**src/rtl/unified_mem_arbiter.sv**
```systemverilog
// unified_mem_arbiter: shares one multi-cycle memory between fetch and data ports with fetch anti-starvation
module unified_mem_arbiter #(
  parameter int ADDR_W = 32,
  parameter int DATA_W = 32,
  parameter int MEM_LATENCY = 2,
  parameter int MAX_FETCH_WAIT = 4
) (
  input  logic              clk,
  input  logic              reset,
  input  logic              if_req,
  input  logic [ADDR_W-1:0] if_addr,
  output logic [DATA_W-1:0] if_rdata,
  output logic              if_ready,
  input  logic              d_req,
  input  logic              d_we,
  input  logic [ADDR_W-1:0] d_addr,
  input  logic [DATA_W-1:0] d_wdata,
  output logic [DATA_W-1:0] d_rdata,
  output logic              d_ready,
  output logic              mem_en,
  output logic              mem_we,
  output logic [ADDR_W-1:0] mem_addr,
  output logic [DATA_W-1:0] mem_wdata,
  input  logic [DATA_W-1:0] mem_rdata,
  output logic              busy
);
  localparam int WC_W = $clog2(MEM_LATENCY + 1);
  localparam int SC_W = $clog2(MAX_FETCH_WAIT + 1);
  typedef enum logic [1:0] {IDLE, ISSUE, WAIT, DONE} state_t;
  state_t state, nxt;
  logic [WC_W-1:0] wcnt;
  logic [SC_W-1:0] starve;
  logic sel_d, we_q, grant_if, grant_d, last, start;
  always_comb begin
    grant_if = if_req && (!d_req || starve == SC_W'(MAX_FETCH_WAIT));
    grant_d = d_req && !grant_if;
    start = state == IDLE && (if_req || d_req);
    last = wcnt == WC_W'(MEM_LATENCY - 1);
    nxt = state == IDLE ? (start ? ISSUE : IDLE) :
          state == ISSUE ? WAIT :
          state == WAIT ? (last ? DONE : WAIT) : IDLE;
    mem_en = state == ISSUE;
    mem_we = mem_en && we_q;
    if_ready = state == DONE && !sel_d;
    d_ready = state == DONE && sel_d;
    busy = state != IDLE;
  end
  always_ff @(posedge clk or posedge reset)
    if (reset) state <= IDLE;
    else state <= nxt;
  always_ff @(posedge clk or posedge reset) begin
    if (reset) begin
      wcnt <= '0;
      starve <= '0;
      sel_d <= 1'b0;
      we_q <= 1'b0;
      mem_addr <= '0;
      mem_wdata <= '0;
      if_rdata <= '0;
      d_rdata <= '0;
    end else begin
      if (start) begin
        sel_d <= grant_d;
        we_q <= grant_d && d_we;
        mem_addr <= grant_d ? d_addr : if_addr;
        if (grant_d && d_we) mem_wdata <= d_wdata;
        // data only wins a contested arbitration below the cap, so the increment saturates itself
        starve <= grant_if ? '0 : if_req ? starve + 1'b1 : starve;
      end
      wcnt <= state == WAIT ? wcnt + 1'b1 : '0;
      if (state == WAIT && last && !we_q) begin
        if (sel_d) d_rdata <= mem_rdata;
        else if_rdata <= mem_rdata;
      end
    end
  end
endmodule

```
**config.mk**
```make
export PLATFORM = sky130hd
export DESIGN_NAME = unified_mem_arbiter
export DESIGN_NICKNAME = d
export VERILOG_FILES = /design/src/rtl/unified_mem_arbiter.sv
export SDC_FILE = /design/constraint.sdc
export NUM_CORES = 1
export LEC_CHECK = 0
export BUFFER_PORTS_ARGS = -buffer_cell sky130_fd_sc_hd__buf_2
export CAP_MARGIN = 25
export CORE_AREA = 2 2 120 122
export CTS_CLUSTER_SIZE = 40
export DETAILED_ROUTE_END_ITERATION = 16
export DIE_AREA = 0 0 122 124
export PLACE_DENSITY = 0.86
export RECOVER_POWER = 25
export SKIP_CTS_REPAIR_TIMING = 1
export SLEW_MARGIN = 40
export SYNTH_ARGS = -nofsm -noshare
export SYNTH_HDL_FRONTEND = slang
export SYNTH_SLANG_ARGS = --single-unit
```
**constraint.sdc**
```tcl
create_clock -name clk -period 3.97 [get_ports clk]
set_clock_uncertainty 0.15 [all_clocks]
set_input_delay 0.1985 -clock clk [delete_from_list [all_inputs] [get_ports clk]]
set_output_delay 0.1985 -clock clk [all_outputs]
set_load 0.02 [all_outputs]
```
Word level (Yosys, flattened, before mapping)
Cells that the tools add are included.
Widths: inputs -> output; s select.
- add/subtract/negate cells: 2
- eq/ne operators: 5
- muxes and demuxes: 9
- bitwise gates (word level): 1
- reduce and logical (&&, ||, !) cells: 22
- operators by type and width (cell ; number):
    $mux 32 ; 1
    $logic_and 1x1->1 ; 9
    $mux 2 ; 4
    $reduce_and 2->1 ; 4
    $mux 3 ; 2
    $eq 2x1->1 const B ; 2
    $eq 2x2->1 const B ; 2
    $logic_not 1->1 ; 4
    $reduce_bool 2->1 ; 2
    $add 3x1->3 const B ; 1
    $eq 3x3->1 const B ; 1
    $add 2x1->2 const B ; 1
    $logic_not 2->1 ; 1
    $logic_or 1x1->1 ; 2
    $mux 1 ; 2
    $not 1->1 ; 1
- register bits after elaboration: 137

Logic depth before layout (Yosys ltp)
Gate-level depths: netlist (run 1).
- depth after elaboration: 7
- gate-level depth with buffers: 7

Worst setup path after synthesis (run 1)
OpenSTA, ideal clock, no wires.
- kind: reg2reg
- start point: reg state[0]
- end point: reg if_rdata[0]
- setup time: 0.125 ns
- data arrival time: 1.466 ns
- required time: 3.695 ns
- setup slack: 2.229 ns
- stages on the path, launching flop included: 7
- path buffers: 1
- period minus slack after synthesis: 1.741 ns
- cell sequence: dfrtp_1 inv_1 ha_1 nand2_1 nor3_4 buf_4 mux2_2
- longest elaborated chain between the ends: 4
- RTL lines (item ; line ; RTL):
    from (decl) ; 30 ; state_t state, nxt;
    from (signal assigned) ; 50 ; else state <= nxt;
    $eq 2x2->1 ; 71 ; if (state == WAIT && last && !we_q) begin
    $logic_and 1x1->1 (2 in a row) ; 71 ;
    $reduce_and 2->1 (no line) ; -- ;
    to (signal assigned) ; 73 ; else if_rdata <= mem_rdata;
    to (decl) ; 12 ; output logic [DATA_W-1:0] if_rdata,
No other way between the ends.
A chain may end at the register's enable or synchronous reset.

Worst setup path in the final report (run 1)
- start point: reg state[0]
- end point: reg mem_addr[28]
- longest elaborated chain between the ends: 2
- RTL lines (item ; line ; RTL):
    $logic_not 2->1 ; 37 ; start = state == IDLE && (if_req || d_req);
    $logic_and 1x1->1 ; 37 ;
    to (signal assigned) ; 65 ; mem_addr <= grant_d ? d_addr : if_addr;
    to (decl) ; 22 ; output logic [ADDR_W-1:0] mem_addr,
No other way between the ends.

==> qor.txt, run 1 <==
Result of the run - complete, no violations
Relative slew slack - 19.7%
Gate family responsible for the most delay along the worst path - buffers and inverters
Routed wirelength normalized by instance count - 17.0 um
Fraction of power consumed by combinational cells - 43.6%
Most used cells in the layout excluding fill and tap cells - 190 x sky130_fd_sc_hd__buf_2, 137 x sky130_fd_sc_hd__dfrtp_1, 129 x sky130_fd_sc_hd__dlygate4sd3_1
Clock sink total - 137
Initial DRC Count - 250
Final Hold Viols - 0
Clk Tree Root Cell - sky130_fd_sc_hd__clkbuf_16
Vias in the first global route - 4560
Most used flip-flop cell after synthesis - sky130_fd_sc_hd__dfrtp_1
Synth warn - 0
Bufs on Longest Clock Path - 2
Hold crit path type - input port to register
Syn nets - 573
Maximum level of the CTS H-tree - 4
Setup repair after global routing missed its margin - false
Core area - 13700 sq um
Hold worst-path end - starve[1]$_DFFE_PP0P_
Actual slew at the worst max-slew pin - 1200 ps
Number of maximum-capacitance constraint violations - 0
Routed length on met3 - 1.20 mm
Slowest Stage Delay on Critical Path - 610 ps
Wire length on met2 - 8.96 mm
Proportion of synthesized chip area in sequential cells - 58.6%
Fraction of layout instances using a drive strength above 1 - 42.7%
Initial antenna violation count - 0
Number of top-level pins - 266
Critical path class - register to register
Min-Delay Path Depth - 3
Global router's overall resource usage - 18.7%
Clk network pwr share - 24.3%
Cell-internal power - 4820 uW
Overall via count from detail_route - 5083
Buffers & Inverters on Critical Path - 3
Estimated wirelength of the detail-placed design - 9.92 mm
Worst Reg2Reg Path Length in Cells - 7
Worst-skew pair later-pin latency - 410 ps
Most common library cell in the layout ignoring fill and taps - sky130_fd_sc_hd__buf_2
Number of slew-limit violations in the final report - 0
Ordered cell list for the critical path - inv_1, ha_1, o21a_1, buf_4, nand2_1, o211ai_2, dlygate4sd3_1
CTS clk-pin slew, worst paths - 60 ps
Global-route wire length before repair - 21.9 mm
Antenna violation net count after detailed routing - 0
Cell area after technology mapping - 5850 sq um
Final Routed Wirelength - 17.3 mm
Post-layout minimum cycle time - 3060 ps
Number of vias per cell after detailed routing - 5.00
Post-synthesis instance total - 433
Capturing element type of the critical path - register
Period utilisation layout - 77.1%
Die extent in y - 124 um
Reg2reg end - mem_addr[28]$_DFFE_PP0P_
Switch share - 38.2%
Layout-stage area growth over the synthesis result - 57.4%
Worst hold slack after final layout - 6.57 ps
Max Fclk - 0.327 GHz
Switching power of the nets - 2980 uW
Standard cell with the maximum stage delay on the critical path - sky130_fd_sc_hd__dlygate4sd3_1
Initial core utilization - 42.7%
Critical Path Source Type - register
Top routing layer in use - met4
Worst path arrival time - 3250 ps
Peak supply drop - 0.000427 V
Fraction of registers with async set or reset after synthesis - 100%
Count of port buffers added during placement - 265
Final Setup Violations - 0
Leakage power - 0.00429 uW
Startpoint of the worst hold path - if_req
Number of core rows - 43
Final-layout setup total negative slack - 0 ps
Critical path data required time - 4160 ps
Number of distinct library cells after synthesis - 32
Flops & latches, synth - 137
Met1 Wirelength - 6.71 mm
Pin count of the biggest net entering global routing - 78
Die area - 15100 sq um
Sequential share of power - 32.2%
Clock buffers created by TritonCTS - 17
Remaining DRCs - 0
Fin nets - 963
Remaining Overflow, GRT - 0
Reg2reg setup slack - 910 ps
Number of search-and-repair iterations in the first detailed-routing pass - 6
Number of flops mapped to enable cells by yosys - 0
Biggest fanout along the worst timing path - 20
Average instance area after synthesis - 13.5 sq um
Routability Congestion - 0.793
Pwr dens - 847 nW/um^2
CTS tree - built
Layout fillers - 995
Floorplan die width - 122 um
Launch instance of the worst register-to-register path - state[0]$_DFF_PP0_
[synthesized netlist by cell type (2+ instances only)]
master                       n  share of area [%]
sky130_fd_sc_hd__dfrtp_1   137                 59
sky130_fd_sc_hd__mux2_2     90                 17
sky130_fd_sc_hd__nand2_1    69                4.4
sky130_fd_sc_hd__nand4_1    32                3.4
sky130_fd_sc_hd__o211ai_2   30                6.4
sky130_fd_sc_hd__clkbuf_1   10               0.64
sky130_fd_sc_hd__buf_2       9               0.77
sky130_fd_sc_hd__ha_1        7                1.5
sky130_fd_sc_hd__inv_1       7               0.45
sky130_fd_sc_hd__mux2_1      7                1.3
sky130_fd_sc_hd__buf_4       6               0.77
sky130_fd_sc_hd__buf_6       4               0.77
sky130_fd_sc_hd__and2_1      3               0.32
sky130_fd_sc_hd__nor2b_1     3               0.32
sky130_fd_sc_hd__o211ai_1    2               0.26
[area by class of cell]
class	instances	area, sq um	area share (%)
antenna	1	2.50	0.0272
clock buffer	19	453	4.92
clock inverter	13	260	2.83
inverter	7	27.5	0.299
multi-input combinational	259	2220	24.1
sequential	137	3430	37.2
tap	180	225	2.45
timing repair buffer	401	2590	28.1
[stage by stage]
stage | util (%) | total power [uW] | worst slack [ps] | area [sq um] | std cells
6_report | 67.1 | 7800 | 908 | 9210 | 1017
5_1_grt | 67.1 | 8240 | 726 | 9210 | 1016
4_1_cts | 58.4 | 7500 | 1390 | 8010 | 887
3_5_place_dp | 53.2 | 5580 | 1410 | 7300 | 855
3_3_place_gp | 53.2 | 5480 | 1480 | 7300 | 855
2_1_floorplan | - | 4520 | 1910 | 5860 | 433
[layer usage]
metal,vias up,track usage (%)
li1,2327,-
met1,2475,23.1
met2,238,30.9
met3,43,5.08
met4,0,8.12
met5,-,0
[power groups by stage]
stage	Sequential, uW	Combinational [uW]	Clock, uW
6_report	2510	3400	1890
5_1_grt	2590	3650	2000
4_1_cts	2470	3100	1930
3_5_place_dp	2480	3100	0
3_3_place_gp	2460	3020	0
2_1_floorplan	3290	1230	0
[cell families (layout without fill, tap and decap cells)]
group / after synthesis / count (layout) / share of synthesized area (%)
flip-flops: 137 / 137 / 58.6
multiplexers: 97 / 97 / 18.7
adder cells (fa/ha/maj): 7 / 7 / 1.50
other: 0 / 1 / 0
buffers and inverters: 37 / 440 / 3.46
AO/OA/AOI/OAI: 40 / 40 / 7.76
AND/OR/NAND/NOR: 115 / 115 / 10.0
[worst reg2reg max path, delay by kind of cell, from the launching register on]
kind,cells,cell delay (ps)
and+or+nand+nor,1,110
buffers and inverters,3,1040
DFF,1,400
AOI/OAI and AO/OA,2,690
adders and majority gates,1,600
[sequential cells by signal (all words and copies together), names as in the netlist]
name	flops
wcnt	2
starve	3
we_q	1
if_rdata	32
d_rdata	32
mem_wdata	32
sel_d	1
mem_addr	32
state	2
[worst max-delay path by stage]
stage / startpoint / end / cells after the start
final: state[0]$_DFF_PP0_ / mem_addr[28]$_DFFE_PP0P_ / 7
after global routing: state[0]$_DFF_PP0_ / mem_addr[28]$_DFFE_PP0P_ / 7
after CTS: state[0]$_DFF_PP0_ / sel_d$_DFFE_PP0P_ / 5
after detailed placement: state[0]$_DFF_PP0_ / mem_wdata[12]$_DFFE_PP0P_ / 4
after global placement: state[0]$_DFF_PP0_ / mem_wdata[12]$_DFFE_PP0P_ / 4
after floorplan: reset / d_rdata[0]$_DFFE_PP0P_ / 1
No activity file was read; power rests on OpenSTA's default activity.
==> run 2: changes to the inputs <==
- CORE_AREA: 2 2 120 122 -> 2 2 115 117
- DIE_AREA: 0 0 122 124 -> 0 0 117 119
- PLACE_DENSITY: 0.86 -> 0.89
- clock period: 3.97 -> 2.85 ns (I/O delays scaled with it)
==> run 2 against run 1 <==
  * Sequential share of layout area down 0.17 points
  * Setup slack worse by 800 ps
  * Wire length increased by 2.6%
  * Sequential cell count is the same
  * Register-to-register slack got worse by 800 ps
  * Design area up 0.46%
  * Via count increased by 3.0%
  * Die area shrank 8.0%
  * Worst hold slack improved by 34 ps
  * Critical endpoint is now mem_addr[30]$_DFFE_PP0P_
  * Largest cell class unchanged
==> qor.txt, run 2 (synthesized netlist as in run 1, its figures left out) <==
Result of the run - complete, no violations
Antenna violation net count after detailed routing - 0 (unchanged)
Remaining DRCs - 0 (unchanged)
CTS tree - built
Power after layout - 10400 uW (+33%)
Bufs on Longest Clock Path - 2 (unchanged)
Initial DRC Count - 262 (+4.8%)
Clock buffers created by TritonCTS - 17 (unchanged)
Remaining Overflow, GRT - 0 (unchanged)
Initial antenna violation count - 0 (unchanged)
Capturing element type of the critical path - register
Final Setup Violations - 0 (unchanged)
Vias in the first global route - 4570 (+0.22%)
Number of slew-limit violations in the final report - 0 (unchanged)
Worst hold slack after final layout - 40.4 ps (+33.8 ps)
Startpoint of the worst hold path - d_req
Most used cells in the layout excluding fill and tap cells - 264 x sky130_fd_sc_hd__buf_2, 137 x sky130_fd_sc_hd__dfrtp_1, 130 x sky130_fd_sc_hd__dlygate4sd3_1
Fraction of layout instances using a drive strength above 1 - 51.5% (+8.8 points)
Die area - 13900 sq um (-8.0%)
Critical path data required time - 3040 ps (-1120 ps)
Initial core utilization - 45.5% (+2.8 points)
Period utilisation layout - 96.3% (+19 points)
Final Routed Wirelength - 17.8 mm (+2.6%)
Post-layout minimum cycle time - 2750 ps (-316 ps)
Most common library cell in the layout ignoring fill and taps - sky130_fd_sc_hd__buf_2
Relative slew slack - 5.29% (-14 points)
Count of port buffers added during placement - 265 (unchanged)
Clock sink total - 137 (unchanged)
Clk Tree Root Cell - sky130_fd_sc_hd__clkbuf_16
Final Hold Viols - 0 (unchanged)
Floorplan die width - 117 um (-4.1%)
Hold crit path type - input port to register
Actual slew at the worst max-slew pin - 1420 ps (+223 ps)
Routability Congestion - 0.847 (+6.7%)
Worst-skew pair later-pin latency - 400 ps (about the same)
Maximum level of the CTS H-tree - 4 (unchanged)
Fin nets - 970 (+0.73%)
Overall via count from detail_route - 5234 (+3.0%)
Die extent in y - 119 um (-4.0%)
Biggest fanout along the worst timing path - 32 (+60%)
Critical path class - register to register
Number of vias per cell after detailed routing - 5.15 (+3.0%)
Leakage power - 0.00447 uW (+4.3%)
Layout-stage area growth over the synthesis result - 58.1%
Routed wirelength normalized by instance count - 17.5 um (+2.6%)
Dpl ws - 655 ps (-757 ps)
Global-route wire length before repair - 22.3 mm (+2.1%)
Peak supply drop - 0.000620 V (+45%)
Core area - 12900 sq um (-6.2%)
Launch instance of the worst register-to-register path - state[0]$_DFF_PP0_
Critical Path Start - state[0]$_DFF_PP0_
Estimated wirelength of the detail-placed design - 10.2 mm (+2.9%)
Worst path arrival time - 2940 ps (-310 ps)
Diode insertion count for antenna repair - 0 (-1)
Number of core rows - 42 (-2.3%)
Worst setup slack after layout - 104 ps (-804 ps)
Number of search-and-repair iterations in the first detailed-routing pass - 5 (-1)
Number of top-level pins - 266 (unchanged)
Global router's overall resource usage - 20.4% (+1.7 points)
CTS clk-pin slew, worst paths - 60 ps (about the same)
Max Fclk - 0.364 GHz (+12%)
Pwr dens - 1120 nW/um^2 (+32%)
Critical Path Source Type - register
Number of maximum-capacitance constraint violations - 0 (unchanged)
Pin count of the biggest net entering global routing - 51 (-35%)
[run 2: changes by cell type in the layout (fill, tap and decap cells not counted), moves of 2 or more]
cell                        previous run  this run
sky130_fd_sc_hd__clkbuf_2              0         2
sky130_fd_sc_hd__bufinv_16             7         3
sky130_fd_sc_hd__clkbuf_8              2         5
sky130_fd_sc_hd__inv_6                 4         0
sky130_fd_sc_hd__buf_2               190       264
sky130_fd_sc_hd__clkbuf_1             75         3
sky130_fd_sc_hd__clkinv_2              0         2
sky130_fd_sc_hd__buf_4                 6         8
[run 2: final timing paths]
path | endpoint | slack [ps] | cells after the start
min reg2reg | wcnt[0]$_DFF_PP0_ | 300 | 1
min | mem_addr[31]$_DFFE_PP0P_ | 40 | 4
max reg2reg | mem_addr[30]$_DFFE_PP0P_ | 100 | 7
max | mem_addr[30]$_DFFE_PP0P_ | 100 | 7
min in group asynchronous | if_rdata[16]$_DFFE_PP0P_ | 180 | 3
max in group asynchronous | d_rdata[21]$_DFFE_PP0P_ | 670 | 4
[run 2: report_power, final]
part           leakage, uW  total, uW  switching [uW]  internal [uW]
combinational      0.00255       4610            2710           1890
clock             0.000297       2270             789           1480
sequential         0.00163       3480             545           2940
total              0.00447      10400            4050           6310
[run 2: through the flow]
step	instances	cell area [sq um]	TNS [ps]	util (%)
after floorplan	433	5860	0	-
after global placement	856	7370	0	57.2
after detailed placement	857	7390	0	57.4
after CTS	887	8000	0	62.1
after global routing	1017	9250	-67.5	71.9
final	1017	9250	0	71.9
[run 2: layout make-up]
type / instances / area, sq um
Sequential cell: 137 / 3430
Tap cell: 176 / 220
Timing Repair Buffer: 408 / 2740
Multi-Input combinational cell: 259 / 2220
Inverter: 7 / 27.5
Clock buffer: 23 / 498
Fill cell: 798 / 3620
Clock inverter: 7 / 115
[run 2: critical path, stage by stage, from the launching register on]
cell                            delay, ps
sky130_fd_sc_hd__dfrtp_1              390
sky130_fd_sc_hd__inv_1                 90
sky130_fd_sc_hd__ha_1                 610
sky130_fd_sc_hd__o21a_1               240
sky130_fd_sc_hd__buf_4                340
sky130_fd_sc_hd__nand2_1              110
sky130_fd_sc_hd__o211ai_1             160
sky130_fd_sc_hd__dlygate4sd3_1        580
[run 2: per-layer routing]
| layer | up-vias | GRT usage (%) | part of all wire [%] |
|---|---|---|---|
| li1 | 2337 | - | - |
| met1 | 2566 | 24.9 | 37 |
| met2 | 268 | 33.6 | 52 |
| met3 | 63 | 5.65 | 6.3 |
| met4 | 0 | 8.46 | 3.8 |
| met5 | - | 0 | 0 |
